`src/rtl/caliptra_prim_onehot_enc_reg.sv`:
```
// Registered, valid/ready flow-controlled one-hot encoder with optional skid stage,
// out-of-range detection and a sticky self-check on the registered output.
module caliptra_prim_onehot_enc_reg #(
  parameter int  OneHotWidth = 32,
  parameter bit  SkidBuffer  = 1'b1,
  parameter bit  EnableCheck = 1'b1,
  localparam int InputWidth  = $clog2(OneHotWidth)
) (
  input  logic                   clk_i,
  input  logic                   rst_ni,
  input  logic                   valid_i,
  output logic                   ready_o,
  input  logic [InputWidth-1:0]  in_i,
  input  logic                   en_i,
  output logic                   valid_o,
  input  logic                   ready_i,
  output logic [OneHotWidth-1:0] out_o,
  output logic                   oor_o,
  output logic                   oor_err_o,
  output logic                   chk_err_o,
  input  logic                   clr_err_i
);

  localparam bit Pow2 = (OneHotWidth == (1 << InputWidth));
  localparam int CntW = $clog2(OneHotWidth + 1);

  function automatic logic [OneHotWidth-1:0] encode(input logic [InputWidth-1:0] idx,
                                                    input logic en);
    logic [OneHotWidth-1:0] v;
    v = '0;
    for (int k = 0; k < OneHotWidth; k++) begin
      v[k] = en && (idx == InputWidth'(k));
    end
    return v;
  endfunction

  function automatic logic out_of_range(input logic [InputWidth-1:0] idx, input logic en);
    return !Pow2 && en && (32'(idx) >= $unsigned(OneHotWidth));
  endfunction

  function automatic logic is_onehot(input logic [OneHotWidth-1:0] v);
    logic [CntW-1:0] cnt;
    cnt = '0;
    for (int k = 0; k < OneHotWidth; k++) begin
      cnt = cnt + CntW'(v[k]);
    end
    return cnt == CntW'(1);
  endfunction

  // An entry is consistent when a live, in-range encode holds exactly one bit and
  // every other state (empty, en=0, out-of-range) holds an all-zero vector.
  function automatic logic entry_bad(input logic vld, input logic en, input logic oor,
                                     input logic [OneHotWidth-1:0] vec);
    if (vld && en && !oor) begin
      return !is_onehot(vec);
    end else begin
      return vec != '0;
    end
  endfunction

  logic                   main_valid, main_en, main_oor;
  logic [OneHotWidth-1:0] main_vec;
  logic                   skid_valid, skid_en, skid_oor;
  logic [OneHotWidth-1:0] skid_vec;
  logic                   oor_err, chk_err;

  logic                   accept, emit, in_oor, chk_fail;
  logic [OneHotWidth-1:0] in_vec;

  assign ready_o = SkidBuffer ? !skid_valid : (!main_valid || ready_i);
  assign accept  = valid_i && ready_o;
  assign emit    = main_valid && ready_i;
  assign in_vec  = encode(in_i, en_i);
  assign in_oor  = out_of_range(in_i, en_i);

  // Self-check of both storage entries on registered state only.
  always_comb begin
    chk_fail = 1'b0;
    if (EnableCheck) begin
      chk_fail = entry_bad(main_valid, main_en, main_oor, main_vec) ||
                 entry_bad(skid_valid, skid_en, skid_oor, skid_vec);
    end else begin
      chk_fail = 1'b0;
    end
  end

  // Main/skid datapath. A beat only lands in skid when main is occupied and stalled,
  // which cannot happen without the skid stage because ready_o then implies emit.
  always_ff @(posedge clk_i or negedge rst_ni) begin
    if (!rst_ni) begin
      main_valid <= 1'b0;
      main_en    <= 1'b0;
      main_oor   <= 1'b0;
      main_vec   <= '0;
      skid_valid <= 1'b0;
      skid_en    <= 1'b0;
      skid_oor   <= 1'b0;
      skid_vec   <= '0;
    end else if (emit && skid_valid) begin
      main_valid <= 1'b1;
      main_en    <= skid_en;
      main_oor   <= skid_oor;
      main_vec   <= skid_vec;
      skid_valid <= 1'b0;
      skid_en    <= 1'b0;
      skid_oor   <= 1'b0;
      skid_vec   <= '0;
    end else if (accept && (emit || !main_valid)) begin
      main_valid <= 1'b1;
      main_en    <= en_i;
      main_oor   <= in_oor;
      main_vec   <= in_vec;
    end else if (accept) begin
      skid_valid <= 1'b1;
      skid_en    <= en_i;
      skid_oor   <= in_oor;
      skid_vec   <= in_vec;
    end else if (emit) begin
      main_valid <= 1'b0;
      main_en    <= 1'b0;
      main_oor   <= 1'b0;
      main_vec   <= '0;
    end else begin
      main_valid <= main_valid;
      skid_valid <= skid_valid;
    end
  end

  // Sticky error flags; a new set in the clearing cycle takes priority.
  always_ff @(posedge clk_i or negedge rst_ni) begin
    if (!rst_ni) begin
      oor_err <= 1'b0;
      chk_err <= 1'b0;
    end else begin
      oor_err <= (accept && in_oor) || (oor_err && !clr_err_i);
      chk_err <= chk_fail || (chk_err && !clr_err_i);
    end
  end

  assign valid_o   = main_valid;
  assign out_o     = main_valid ? main_vec : '0;
  assign oor_o     = main_valid && main_oor;
  assign oor_err_o = oor_err;
  assign chk_err_o = chk_err;

endmodule

```
`config.mk`:
```
export PLATFORM = sky130hd
export DESIGN_NAME = caliptra_prim_onehot_enc_reg
export DESIGN_NICKNAME = d
export VERILOG_FILES = /design/src/rtl/caliptra_prim_onehot_enc_reg.sv
export SDC_FILE = /design/constraint.sdc
export NUM_CORES = 1
export LEC_CHECK = 0
export ABC_AREA = 0
export CELL_PAD_IN_SITES_DETAIL_PLACEMENT = 0
export CELL_PAD_IN_SITES_GLOBAL_PLACEMENT = 1
export CORE_ASPECT_RATIO = 0.8
export CORE_MARGIN = 5
export CORE_UTILIZATION = 46
export DETAILED_ROUTE_END_ITERATION = 12
export GPL_TIMING_DRIVEN = 0
export PLACE_DENSITY_LB_ADDON = 0.2
export RECOVER_POWER = 25
export SETUP_SLACK_MARGIN = 0.2
export SLEW_MARGIN = 20
export SYNTH_ARGS = -nofsm -noshare
export SYNTH_HDL_FRONTEND = slang
export SYNTH_SLANG_ARGS = --single-unit
export TNS_END_PERCENT = 1
```
`constraint.sdc`:
```
create_clock -name clk_i -period 5.4 [get_ports clk_i]
set_input_delay 1.62 -clock clk_i [delete_from_list [all_inputs] [get_ports clk_i]]
set_output_delay 1.62 -clock clk_i [all_outputs]
set_load 0.02 [all_outputs]
```
==> results.yml <==
timing:
  holdWs_ns: 0.512
  min_period_ns: 5.13
  hold_violations: 0
  setup_violations: 0
  drv_slew: 29
  skew_ns: 0.00542
  finalCritPeriodShare_pct: 95.0
  setup_slack_ns: 0.271
  relSlewSlack_pct: -15.2
  rsz0062_at_grt: "true"
  fmax_ghz: 0.195
  tightest_slew_ns: 1.73
synth:
  async_reset_ff_share_pct: 100
  synth_area_leader_cell: "dfrtp_1"
  synth_xor_area_share_pct: 0
  muxShareOfSynthArea_pct: 0.210
  synth_cell_types: 39
  synth_area_leaders: "dfrtp_1 37%, fa_1 20%, inv_1 8.6%"
  synth_fp_nets: 537
  synth_ff_type: "dfrtp_1"
  synth_top_family_by_area: "adder cells"
  netlist_area_um2: 4760
  ys_seq_area_share_pct: 36.8
  yosys_warnings: 0
  synth_compound_area_share_pct: 14.2
  synth-seq-cells: 70
  yosysTopAreaCellShare_pct: 36.8
  syn_area_per_cell_um2: 10.3
  postSynthCellCount: 462
  synth_fa_ha_area_share_pct: 24.4
  yosys.area_share.simple_pct: 13.4
  synth_edf_count: 0
route:
  drt_iter0_markers: 429
  wl_um: 13600
  routed_via_density: 5.68
  drcViolationCount: 0
  ant_nets: 0
  first_pass_iters: 7
  vias: 3770
  wl_per_cell_um: 20.5
critical_path:
  slowest_stage: "fa_1"
  cp_cell_sequence: "fa_1, fa_1, inv_1, fa_1, inv_1, fa_1, fa_1, inv_1, fa_1, inv_1, ha_2, fa_2, nor4_4, a31oi_1, nor3_1, o211ai_1"
  critPathMaxFanout: 4
  endpoint_kind: "flip-flop"
  path_delay_family: "adder cells"
  cp.depth: 16
  crit_buf_inv: 4
  slowest_delay_ns: 0.53
  r2r_cells: 16
  crit_arrival_ns: 5.32
  path_common_cell: "fa_1"
  start_kind: "flip-flop"
  required_ns: 5.59
  critPathKind: "reg -> reg"
clock_network:
  cts_tree: "yes"
  ctsHtreeMaxLevel: 3
  root_buffer: "clkbuf_16"
  clk_pin_slew_ns: 0.05
  cts_buffers: 9
  clock_sinks: 70
  clockBufferDepth: 2
  clock_latency_ns: 0.33
layout:
  most-common-layout-cells: "109 x inv_1, 65 x dfrtp_1, 47 x fa_1"
  design_area_um2: 5710
  multiInputGateArea_um2: 2520
  final_common_cell: "inv_1"
  fill_cells: 939
  area_growth_syn_to_layout_pct: 19.9
  antenna_cells: 0
  finalNetCount: 596
  drive_above_1_share_pct: 8.02
  fin_cells: 664
  regArea_um2: 1760
placement:
  dp.cells: 649
  dp_hpwl_um: 10700
  io_buffers: 46
  pre_cts_slack_ns: -0.0731
  place.gp.congestion: 0.889
  placed_area_um2: 5420
grt:
  grt_max_degree: 43
  grt-ovfl-total: 0
  grt_antenna_before_repair: 0
  track_usage_pct: 23.4
  grt_pass1_wl_um: 21600
  grt_pass1_vias: 3870
power:
  total_power_mw: 1.63
  powerDensity_nw_per_um2: 286
  ir_worst_vdd_mv: 0.186
  p_leak_nw: 2.80
floorplanning:
  die_x_um: 124
  dieArea_um2: 12500
  io_pins: 48
  fp-row-count: 33
  die_h_um: 101
  core_um2: 10200
  start_util_pct: 46.7
min_path:
  min_path_cells: 1
  hold_path.class: "reg -> reg"
run_status:
  outcome: "complete, but fails checks"
  violations: "max-capacitance violations, max-slew violations"
run:
  drv_cap: 1
==> stage by stage <==
stage | setup TNS [ns] | util (%)
after global routing | 0 | 56.0
after CTS | 0 | 55.9
after detailed placement | -0.0731 | 53.1
after floorplan | 0 | -
final | 0 | 56.0
after global placement | -0.0754 | 52.9
==> cell usage after synthesis (2+ instances only) <==
library cell    n
dfrtp_1        70
and3_1          3
nand2_1        19
nor2b_1         2
nand2b_1        5
inv_1         109
a22oi_1         8
ha_1           16
fa_1           48
nor4b_1         3
o211ai_1        2
o21ai_0        13
nand4_1         4
clkbuf_1        9
a21oi_1         6
a22o_1         25
nand3_1         2
a222oi_1       25
a31oi_1         2
nor2_1         11
nor4_1         12
and2_1         33
buf_2          12
or2_2           2
nor3_1          7
==> area by class of cell <==
type | count | area share [%]
Buffer | 23 | 1.97
Clock buffer | 12 | 4.32
Clock inverter | 2 | 0.175
Inverter | 109 | 7.16
Multi-Input combinational cell | 260 | 44.1
Sequential cell | 70 | 30.8
Tap cell | 140 | 3.07
Timing Repair Buffer | 48 | 8.43
==> routing by layer <==
layer | global-route usage [%] | vias up | share of wire, %
met5 | 0 | - | 0
met4 | 7.32 | 0 | 1.9
met3 | 5.67 | 26 | 9.0
met2 | 34.0 | 189 | 44
met1 | 34.5 | 1885 | 45
li1 | - | 1670 | -
==> final timing paths <==
path | start | endpoint | slack [ns]
hold / removal | oor_err_o$_DFF_PN0_ | oor_err_o$_DFF_PN0_ | 0.51
max in group asynchronous | rst_ni | main_vec[19]$_DFFE_PN0P_ | 2.53
setup / recovery | main_vec[17]$_DFFE_PN0P_ | chk_err_o$_DFF_PN0_ | 0.27
setup reg to reg | main_vec[17]$_DFFE_PN0P_ | chk_err_o$_DFF_PN0_ | 0.27
min in group asynchronous | rst_ni | skid_vec[10]$_DFFE_PN0P_ | 1.74
hold reg to reg | oor_err_o$_DFF_PN0_ | oor_err_o$_DFF_PN0_ | 0.51
==> sequential cells by signal, indices dropped and copies added, names as in the netlist <==
name        count
chk_err_o       1
main_en         1
main_vec       32
oor_err_o       1
skid_en         1
skid_valid      1
skid_vec       32
valid_o         1
==> power breakdown <==
part           switching, mW  internal, mW
logic                  0.324         0.182
clock network          0.205         0.316
registers             0.0490         0.558
total                  0.578          1.06
==> kinds of logic after synthesis <==
logic type,Yosys count
compound gates,84
fa+ha+maj,64
buf+inv,132
flops,70
mux,1
other cells,1
simple gates,110
==> what timing repair did <==
action	4_1_cts	5_1_grt
setup buffers	1	0
hold buffers	0	0
resized for setup	5	6
setup endpoints to repair	1	1
pin swaps	2	2
(Power assumes the default switching activity.)
